### config.mk
export PLATFORM = sky130hd
export DESIGN_NAME = ssd_display_driver_flat
export DESIGN_NICKNAME = d
export VERILOG_FILES = /design/src/rtl/ssd_display_driver_pkg.sv /design/src/rtl/ssd_display_driver_if.sv /design/src/rtl/ssd_display_driver_bin2bcd_seq.sv /design/src/rtl/ssd_display_driver.sv /design/src/flat_wrapper.sv
export SDC_FILE = /design/constraint.sdc
export NUM_CORES = 1
export LEC_CHECK = 0
export ABC_AREA = 1
export BUFFER_PORTS_ARGS = -buffer_cell sky130_fd_sc_hd__buf_2
export CORE_UTILIZATION = 40
export DETAILED_ROUTE_END_ITERATION = 10
export HOLD_SLACK_MARGIN = 0.1
export PLACE_DENSITY = 0.61
export RECOVER_POWER = 50
export SYNTH_ARGS = -nofsm -noshare
export SYNTH_HDL_FRONTEND = slang
export SYNTH_SLANG_ARGS = --single-unit
### constraint.sdc
create_clock -name clk -period 2.35 [get_ports clk]
set_clock_uncertainty 0.15 [all_clocks]
set_input_delay 0.47 -clock clk [delete_from_list [all_inputs] [get_ports clk]]
set_output_delay 0.47 -clock clk [all_outputs]
set_load 0.02 [all_outputs]
### src/rtl/ssd_display_driver_pkg.sv
// ---------------------------------------------------------------------------
// ssd_pkg
// Shared definitions for the seven-segment display driver:
//   - conversion FSM state encoding
//   - display geometry (DIGITS) and input value width (NUM_W)
//   - active-low segment patterns {g,f,e,d,c,b,a} for decimal digits
//   - seg_encode(): nibble -> segment pattern, non-decimal nibbles blank
// ---------------------------------------------------------------------------
package ssd_pkg;

    localparam int DIGITS = 4;
    localparam int NUM_W  = 13;
    localparam int BCD_W  = 4 * DIGITS;

    localparam logic [6:0] SEG_BLANK = 7'b1111111;

    typedef enum logic [1:0] {
        IDLE   = 2'd0,
        LOAD   = 2'd1,
        SHIFT  = 2'd2,
        COMMIT = 2'd3
    } conv_state_t;

    // Element [n] holds the pattern for decimal digit n.
    localparam logic [9:0][6:0] SEG_TABLE = {
        7'b0010000,  // 9
        7'b0000000,  // 8
        7'b1111000,  // 7
        7'b0000010,  // 6
        7'b0010010,  // 5
        7'b0011001,  // 4
        7'b0110000,  // 3
        7'b0100100,  // 2
        7'b1111001,  // 1
        7'b1000000   // 0
    };

    function automatic logic [6:0] seg_encode(input logic [3:0] nib);
        logic [6:0] pat;
        pat = SEG_BLANK;
        if (nib <= 4'd9) begin
            pat = SEG_TABLE[nib];
        end
        return pat;
    endfunction

endpackage

### src/rtl/ssd_display_driver_if.sv
// ---------------------------------------------------------------------------
// ssd_display_driver_if
// Debug display bus between the CPU side and the display driver.
//   num      : binary value to show (CPU -> driver)
//   anode    : active-low digit enables (driver -> pins)
//   seg      : active-low segments {g,f,e,d,c,b,a} (driver -> pins)
//   busy     : conversion in progress (driver -> CPU side)
//   disp_val : value currently on the display (driver -> CPU side)
// master = value producer, slave = display driver.
// ---------------------------------------------------------------------------
interface ssd_display_driver_if;
    import ssd_pkg::*;

    logic [NUM_W-1:0] num;
    logic [3:0]       anode;
    logic [6:0]       seg;
    logic             busy;
    logic [NUM_W-1:0] disp_val;

    modport master (
        output num,
        input  anode,
        input  seg,
        input  busy,
        input  disp_val
    );

    modport slave (
        input  num,
        output anode,
        output seg,
        output busy,
        output disp_val
    );

endinterface

### src/rtl/ssd_display_driver_bin2bcd_seq.sv
// ---------------------------------------------------------------------------
// bin2bcd_seq
// Sequential double-dabble converter, one input bit per clock.
//   clk, rst : clock, synchronous active-high reset (control only)
//   start    : request a conversion of bin_in (accepted in IDLE)
//   bin_in   : binary value, captured in LOAD
//   busy     : registered, high from LOAD through COMMIT
//   done     : high during COMMIT; bcd_out/bin_out are valid then
//   bcd_out  : packed BCD result, digit 0 in bits [3:0]
//   bin_out  : the binary value that produced bcd_out
// Timing: start seen in IDLE at cycle N -> LOAD N+1, SHIFT N+2..N+14,
// COMMIT N+15.
// ---------------------------------------------------------------------------
module bin2bcd_seq
    import ssd_pkg::*;
(
    input  logic             clk,
    input  logic             rst,
    input  logic             start,
    input  logic [NUM_W-1:0] bin_in,
    output logic             busy,
    output logic             done,
    output logic [BCD_W-1:0] bcd_out,
    output logic [NUM_W-1:0] bin_out
);

    localparam logic [3:0] LAST_BIT = 4'(NUM_W - 1);

    conv_state_t      state;
    logic [3:0]       bit_cnt;
    logic [NUM_W-1:0] shift_bin;
    logic [NUM_W-1:0] cap_bin;
    logic [BCD_W-1:0] acc;
    logic [BCD_W-1:0] acc_adj;

    // Add 3 to each nibble >= 5 so the following shift carries correctly.
    function automatic logic [BCD_W-1:0] dabble_adjust(input logic [BCD_W-1:0] v);
        logic [BCD_W-1:0] r;
        r = v;
        for (int k = 0; k < DIGITS; k++) begin
            if (v[4*k +: 4] >= 4'd5) begin
                r[4*k +: 4] = v[4*k +: 4] + 4'd3;
            end
        end
        return r;
    endfunction

    always_comb begin
        acc_adj = dabble_adjust(acc);
    end

    always_ff @(posedge clk) begin
        // Datapath registers carry no reset; they are only read after LOAD.
        case (state)
            LOAD: begin
                shift_bin <= bin_in;
                cap_bin   <= bin_in;
                acc       <= '0;
            end
            SHIFT: begin
                acc       <= {acc_adj[BCD_W-2:0], shift_bin[NUM_W-1]};
                shift_bin <= {shift_bin[NUM_W-2:0], 1'b0};
            end
            default: ;
        endcase

        if (rst) begin
            state   <= IDLE;
            busy    <= 1'b0;
            bit_cnt <= '0;
        end else begin
            case (state)
                IDLE: begin
                    if (start) begin
                        state <= LOAD;
                        busy  <= 1'b1;
                    end
                end
                LOAD: begin
                    bit_cnt <= LAST_BIT;
                    state   <= SHIFT;
                end
                SHIFT: begin
                    bit_cnt <= bit_cnt - 4'd1;
                    if (bit_cnt == 4'd0) begin
                        state <= COMMIT;
                    end
                end
                COMMIT: begin
                    busy  <= 1'b0;
                    state <= IDLE;
                end
                default: state <= IDLE;
            endcase
        end
    end

    assign done    = (state == COMMIT);
    assign bcd_out = acc;
    assign bin_out = cap_bin;

endmodule

### src/rtl/ssd_display_driver.sv
// ---------------------------------------------------------------------------
// ssd_display_driver
// Shows a 13-bit binary value on a 4-digit common-anode seven-segment
// display. A change of bus.num starts a sequential BCD conversion; only the
// committed result is ever displayed. Digits are scanned continuously, one
// slot of REFRESH_DIV clocks per digit.
// Parameters:
//   REFRESH_DIV : clocks per digit slot (>= 2)
//   BLANK_LZ    : 1 blanks leading zero digits (digit 0 always shown)
// Ports:
//   clk, rst      : clock, synchronous active-high reset
//   bus (slave)   : num in; anode, seg, busy, disp_val out (all registered)
// ---------------------------------------------------------------------------
module ssd_display_driver
    import ssd_pkg::*;
#(
    parameter int REFRESH_DIV = 100000,
    parameter bit BLANK_LZ    = 1'b1
)
(
    input  logic                 clk,
    input  logic                 rst,
    ssd_display_driver_if.slave  bus
);

    localparam int CNT_W = (REFRESH_DIV > 1) ? $clog2(REFRESH_DIV) : 1;
    localparam logic [CNT_W-1:0] CNT_LAST = CNT_W'(REFRESH_DIV - 1);

    logic [CNT_W-1:0]  ref_cnt;
    logic [1:0]        digit_idx;
    logic [BCD_W-1:0]  bcd_disp;
    logic [NUM_W-1:0]  disp_val_q;
    logic [3:0]        anode_q;
    logic [6:0]        seg_q;

    logic              conv_start;
    logic              conv_busy;
    logic              conv_done;
    logic [BCD_W-1:0]  conv_bcd;
    logic [NUM_W-1:0]  conv_bin;

    logic [3:0]        cur_nib;
    logic [DIGITS-1:0] lz_mask;
    logic              cur_blank;

    // Bit k set when digit k and every digit above it are zero (k >= 1).
    function automatic logic [DIGITS-1:0] leading_zero_mask(input logic [BCD_W-1:0] bcd);
        logic [DIGITS-1:0] m;
        logic              run;
        m   = '0;
        run = 1'b1;
        for (int k = DIGITS - 1; k >= 1; k--) begin
            run  = run && (bcd[4*k +: 4] == 4'd0);
            m[k] = run;
        end
        return m;
    endfunction

    // Comparing against the committed value means a change that arrives
    // mid-conversion is picked up on the next IDLE cycle.
    assign conv_start = (bus.num != disp_val_q);

    bin2bcd_seq u_conv (
        .clk     (clk),
        .rst     (rst),
        .start   (conv_start),
        .bin_in  (bus.num),
        .busy    (conv_busy),
        .done    (conv_done),
        .bcd_out (conv_bcd),
        .bin_out (conv_bin)
    );

    always_comb begin
        cur_nib   = bcd_disp[{digit_idx, 2'b00} +: 4];
        lz_mask   = BLANK_LZ ? leading_zero_mask(bcd_disp) : '0;
        cur_blank = lz_mask[digit_idx];
    end

    always_ff @(posedge clk) begin
        if (rst) begin
            ref_cnt    <= '0;
            digit_idx  <= '0;
            anode_q    <= 4'b1111;
            seg_q      <= SEG_BLANK;
            bcd_disp   <= '0;
            disp_val_q <= '0;
        end else begin
            if (ref_cnt == CNT_LAST) begin
                ref_cnt   <= '0;
                digit_idx <= digit_idx + 2'd1;
            end else begin
                ref_cnt <= ref_cnt + CNT_W'(1);
            end

            // anode and seg come from the same digit_idx, so they stay aligned.
            anode_q <= ~(4'b0001 << digit_idx);
            seg_q   <= cur_blank ? SEG_BLANK : seg_encode(cur_nib);

            if (conv_done) begin
                bcd_disp   <= conv_bcd;
                disp_val_q <= conv_bin;
            end
        end
    end

    assign bus.anode    = anode_q;
    assign bus.seg      = seg_q;
    assign bus.busy     = conv_busy;
    assign bus.disp_val = disp_val_q;

endmodule
### src/flat_wrapper.sv
// flat-port wrapper written by rule: the top's interface ports become plain ports
module ssd_display_driver_flat import ssd_pkg::*;
#(
    parameter int REFRESH_DIV = 100000,
    parameter bit BLANK_LZ    = 1'b1
)
  (clk, rst, bus_num, bus_anode, bus_seg, bus_busy, bus_disp_val);
  ssd_display_driver_if bus_i ();
  input  logic clk;
  input  logic rst;
  input wire logic [$bits(bus_i.num)-1:0] bus_num;
  output wire logic [$bits(bus_i.anode)-1:0] bus_anode;
  output wire logic [$bits(bus_i.seg)-1:0] bus_seg;
  output wire logic [$bits(bus_i.busy)-1:0] bus_busy;
  output wire logic [$bits(bus_i.disp_val)-1:0] bus_disp_val;
  assign bus_i.num = bus_num;
  assign bus_anode = bus_i.anode;
  assign bus_seg = bus_i.seg;
  assign bus_busy = bus_i.busy;
  assign bus_disp_val = bus_i.disp_val;
  ssd_display_driver #(.REFRESH_DIV(REFRESH_DIV), .BLANK_LZ(BLANK_LZ)) u_core (.clk(clk), .rst(rst), .bus(bus_i));
endmodule
* Word-level counts from Yosys, hierarchy flattened
Memories as Yosys holds them, arrays and structs flattened. A register that Yosys moved wholly into a read port is not among the register bits.
Cells that the tools add are included.
** Storage, ports and cells
- Register bits after elaboration :: 101
- ROM bits :: 112
- Input port bits :: 15
- Output and inout port bits :: 25
- Word-level logic and storage cells :: 63
- Memories :: 1
** Operators by class
- Add/subtract/negate cells :: 7
- $lt $le $gt $ge :: 6
- Equal/unequal tests :: 7
- Shifts and indexed selects :: 2
- Mux-type cells :: 14
- Bitwise logic cells :: 2
- Reduce and logical (&&, ||, !) cells :: 13
** Memories
- (no name shown) :: depth 16, width 7, rd ports 1, clocked after memory_dff 1, write ports 0, line ssd_display_driver_pkg.sv:42 : pat = SEG_TABLE[nib];
** Operators by type and width (count)
- case mux 16 bit (2 select lines) :: 1
- case mux 13 bit (2 select lines) :: 1
- adder 17 x 1 -> 17 bit (second input constant) :: 1
- == test 17 bit (second input constant) :: 1
- greater-or-equal comparator 4 x 3 -> 1 bit (second input constant) :: 4
- zero test 4 bit :: 4
- variable part select 16 x 5 -> 4 bit :: 1
- inequality test 13 bit :: 1
- adder 4 x 2 -> 4 bit (second input constant) :: 3
- 2-to-1 mux 4 bit :: 3
- case mux 2 bit (4 select lines) :: 1
- case mux 4 bit (2 select lines) :: 1
- == test 2 bit (second input constant) :: 2
- <= comparator 4 bit (second input constant) :: 1
- 2-to-1 mux 2 bit :: 2
- NOT 4 bit :: 1
- AND reduction 2 bit :: 2
- nonzero test 2 bit :: 2
- left shift 1 x 2 -> 4 bit (first input constant) :: 1
- subtractor 4 x 1 -> 4 bit (second input constant) :: 1
- adder 3 x 2 -> 3 bit (second input constant) :: 1
- < comparator 2 x 3 -> 1 bit (second input constant) :: 1
- 2-to-1 mux 3 bit :: 1
- OR reduction 3 bit :: 1
- 11 further kinds :: 13

* Logic depth before layout (Yosys ltp)
- Word-level depth :: 6
- Gate-level depth with buffers :: 14
- Mapped depth without buffers :: 12

* Cells and area by module
A second synthesis with hierarchy kept.
** Unflattened totals
- Cells, all modules :: 622
- Area total of the unflattened synthesis :: 5092.4 um^2
** Modules (own cells, without submodules)
- ssd_display_driver :: times used 1, cells each 393, area an instance 2811.4 um^2, seq. area each 1181.1 um^2
- bin2bcd_seq :: times used 1, cells each 229, area an instance 2280.9 um^2, seq. area each 1401.3 um^2

* Worst setup path before layout
Ideal clock, no wire load.
- Path kind :: register -> register
- Start :: reg u_core.u_conv.state[0]
- End :: reg u_core.u_conv.bit_cnt[3]
- Setup time :: 75 ps
- Arrival :: 1914 ps
- Required time :: 2125 ps
- Setup slack :: 211 ps
- Cell stages (with the launch flop) :: 6
- Path buffers :: 0
- Period minus slack after synthesis :: 2139 ps
- Cells stage by stage :: dfxtp_1 > inv_1 > ha_1 > nand3_1 > or2_2 > a31oi_1
** Between the ends
- Longest elaborated chain between the ends :: 2
- Elaborated cells on any way between the ends :: 4
- Those cells by class :: 2 x eq/ne; 1 x mux; 1 x reduce/logical
** Ends and longest elaborated chain
- start, declared :: line ssd_display_driver_bin2bcd_seq.sv:29 : conv_state_t state;
- start signal, assigned :: line ssd_display_driver_bin2bcd_seq.sv:68 : state <= IDLE;
- start signal, assigned :: line ssd_display_driver_bin2bcd_seq.sv:75 : state <= LOAD;
- start signal, assigned :: line ssd_display_driver_bin2bcd_seq.sv:81 : state <= SHIFT;
- == test 2 bit / == test 2 x 1 -> 1 bit (equally long branches) :: line ssd_display_driver_bin2bcd_seq.sv:72 : case (state)
- case mux 4 bit (2 select lines) / nonzero test 2 bit (equally long branches)
- end signal, assigned :: line ssd_display_driver_bin2bcd_seq.sv:84 : bit_cnt <= bit_cnt - 4'd1;
- end, declared :: line ssd_display_driver_bin2bcd_seq.sv:30 : logic [3:0] bit_cnt;
Parallel ways exist; a longest one is shown, timed or not.
A chain may end at the register's enable or synchronous reset.

* Final worst setup path
- Start :: reg u_core.ref_cnt[0]
- End :: reg u_core.ref_cnt[13]
** Between the ends
- Longest elaborated chain between the ends :: 2
- Elaborated cells on any way between the ends :: 3
- Those cells by class :: 1 x add/sub; 1 x eq/ne; 1 x reduce/logical
** Ends and longest elaborated chain
- start, declared :: line ssd_display_driver.sv:29 : logic [CNT_W-1:0] ref_cnt;
- start signal, assigned :: line ssd_display_driver.sv:93 : ref_cnt <= ref_cnt + CNT_W'(1);
- parallel branches: the longest is 2 deep, another holds adder 17 x 1 -> 17 bit
Several ways; the timed one is not identified.

==> results.tsv <==
metric	value	unit
die_h	113	um
finish.utilization	46.0	%
die_w	113	um
switchingPower	2.11	mW
maxCapViolations	0	
ys_seq_area_share	52.3	%
overflow	0	
synth_top_area_share	26.7	%
slew_violations	0	
p_clk_share	25.6	%
hpwlAfterDp	6610	um
path_max_fanout	16	
required	2.45	ns
worstSkewPairLatency	0.35	ns
core_area	0.0120	mm^2
synthFlopType	dfxtp_1	
drive_gt1_share	6.33	%
clockBufferDepth	2	
cts_root_buffer	clkbuf_16	
p_int	4.10	mW
clock-sinks	108	
grtUsageTotal	16.0	%
share_comb_of_total_power	27.3	%
synth.avg_cell_area	8.67	um^2
tns	0	ns
endpoint_kind	flop	
yosysWarningCount	0	
antenna_left	0	
synthDistinctLibCells	42	
syn_inst	570	
power_leakage	2.24	nW
async_flop_share	0	%
cts_tree	built	
seq_area	0.00258	mm^2
min_period	2.10	ns
dieArea	0.0128	mm^2
rsz0062_at_grt	no	
synthTopCellsByArea	dfxtp_1, edfxtp_1, nand2_1	
p_seq_share	47.1	%
place_congestion	0.799	
synth_seq_cells	108	
synth_enable_flop_cells	42	
vias_per_cell	4.86	
relSlewSlack	32.6	%
drtIter0Drc	176	
peakVddDrop	0.000443	V
power_density	1120	mW/mm^2
initial_core_util	41.1	%
synth.most_common_cell	nand2_1	
cts_max_level	3	
critPathLaunchType	flop	
hold_viol_final	0	
worst_pin_slew	1.01	ns
synth_common_cells	nand2_1, inv_1, dfxtp_1	
port_buffers	39	
diodes	0	
setup-violations-final	0	
synth_top_cell_by_area	dfxtp_1	
swShare	34.0	%
dr.pass1.iters	4	
fp-row-count	40	
grt_pass1_vias	3534	
fillerInstances	1168	
avgRoutedWirePerCell	12.1	um
holdCritPathClass	input pin to flop	
area_delta_synth_final	11.8	%
nNetsFinal	649	
outcome	finished clean	
antenna_found_initial	0	
grt_pass1_wl	16200	um
multi_input_area	0.00199	mm^2
io_pins	40	
critPathKind	flop to flop	
wl	9260	um
clk_pin_slew	0.07	ns
fmax	477	MHz
syn_nets	608	
drc	0	
period_share	89.2	%
synth_area	0.00494	mm^2
crit_arrival	2.19	ns
cts_buffers	9	
route.vias.total	3707	
grt_start_max_net_pins	29	
==> cell usage in the layout (no fill, tap or decap), types with 2 or more instances in the layout <==
master | netlist | final
nand2_1 | 112 | 112
inv_1 | 67 | 67
dfxtp_1 | 66 | 65
o21ai_0 | 55 | 55
a21oi_1 | 54 | 54
nor2_1 | 49 | 49
clkbuf_1 | 11 | 45
edfxtp_1 | 42 | 42
ha_1 | 23 | 23
nand3_1 | 17 | 18
nor3_1 | 12 | 13
clkbuf_16 | 0 | 9
xor2_1 | 8 | 8
o21a_1 | 5 | 5
o21ai_1 | 4 | 4
buf_4 | 1 | 4
inv_2 | 3 | 3
nand2_2 | 3 | 3
nor2_2 | 2 | 2
clkinv_1 | 1 | 2
nand3_2 | 3 | 2
a21oi_2 | 2 | 2
nor2_4 | 2 | 2
xnor2_1 | 2 | 2
or2_2 | 2 | 2
a211oi_1 | 2 | 2
nor3_2 | 2 | 2
o211ai_1 | 2 | 2
bufinv_16 | 0 | 2
==> final timing paths <==
path              slack (ns)  cells past startpoint                          from                                  to
hold / removal          0.21                      1                    bus_num[6]  u_core.u_conv.bin_out[6]$_DFFE_PN_
setup / recovery        0.25                      7  u_core.ref_cnt[0]$_SDFF_PP0_       u_core.ref_cnt[13]$_SDFF_PP0_
setup reg to reg        0.25                      7  u_core.ref_cnt[0]$_SDFF_PP0_       u_core.ref_cnt[13]$_SDFF_PP0_
hold reg to reg         0.31                      1  u_core.ref_cnt[0]$_SDFF_PP0_        u_core.ref_cnt[0]$_SDFF_PP0_
==> registers in the layout (all words and copies together) (netlist names) <==
signal,flops
u_core.u_conv.bcd_out,16
u_core.bus.seg,7
u_core.bus.anode,4
u_core.ref_cnt,17
u_core.u_conv.shift_bin,13
u_core.u_conv.busy,1
u_core.bus.disp_val,13
u_core.u_conv.state,2
u_core.u_conv.bit_cnt,4
u_core.u_conv.bin_out,13
u_core.digit_idx,2
u_core.bcd_disp,16
==> critical path, stage by stage, from the launching register on <==
cell and delay, ns:
dfxtp_1 0.36, ha_1 0.17, nand2_1 0.07, nor3_1 0.37, nand3_1 0.33, nand2_2 0.36, a21oi_1 0.07, o21a_1 0.11
==> power by group through the flow <==
stage | Sequential [mW] | Combinational, mW | Clock, mW
2_1_floorplan | 2.98 | 1.20 | 0
3_3_place_gp | 2.94 | 1.71 | 0
3_5_place_dp | 2.95 | 1.76 | 0
4_1_cts | 2.91 | 1.77 | 1.63
5_1_grt | 2.98 | 1.99 | 1.70
6_report | 2.92 | 1.69 | 1.59
==> per-stage QoR <==
stage | setup WS, ns | std cells | hold WS (ns) | total power, mW | area (um^2)
3_3_place_gp | 0.298 | 747 | 0.281 | 4.65 | 5300
4_1_cts | 0.190 | 763 | 0.164 | 6.32 | 5600
3_5_place_dp | 0.213 | 747 | 0.293 | 4.71 | 5300
2_1_floorplan | 0.211 | 570 | 0.268 | 4.18 | 4940
5_1_grt | 0.0721 | 763 | 0.206 | 6.66 | 5530
6_report | 0.253 | 763 | 0.209 | 6.20 | 5530
==> area by class of cell <==
cell class                      instances  area share (%)
Sequential cell                       108            46.8
Inverter                               71            4.82
Clock buffer                           11            4.21
Clock inverter                          5            1.38
Timing Repair Buffer                   47            3.46
Tap cell                              147            3.33
Multi-Input combinational cell        374            36.0
==> cell families after synthesis <==
kind of cell / count (synthesis) / synth area share, %
simple gates: 213 / 19.2
compound gates: 128 / 13.8
flops: 108 / 52.3
buf+inv: 88 / 7.12
fa+ha+maj: 23 / 5.82
xor+xnor: 10 / 1.77
==> metal layers <==
metal  share of wire, %  track usage [%]
met5                  0                0
met4                1.7             7.11
met3                2.8             3.70
met2                 46             25.3
met1                 49             20.9
==> what timing repair did <==
action                                  4_1_cts  5_1_grt
setup buffers                                 0        0
endpoints found under the setup margin        0        5
gates resized for setup                       0        1
hold buffers                                  0        0
Power figures use the tool's default switching activity.
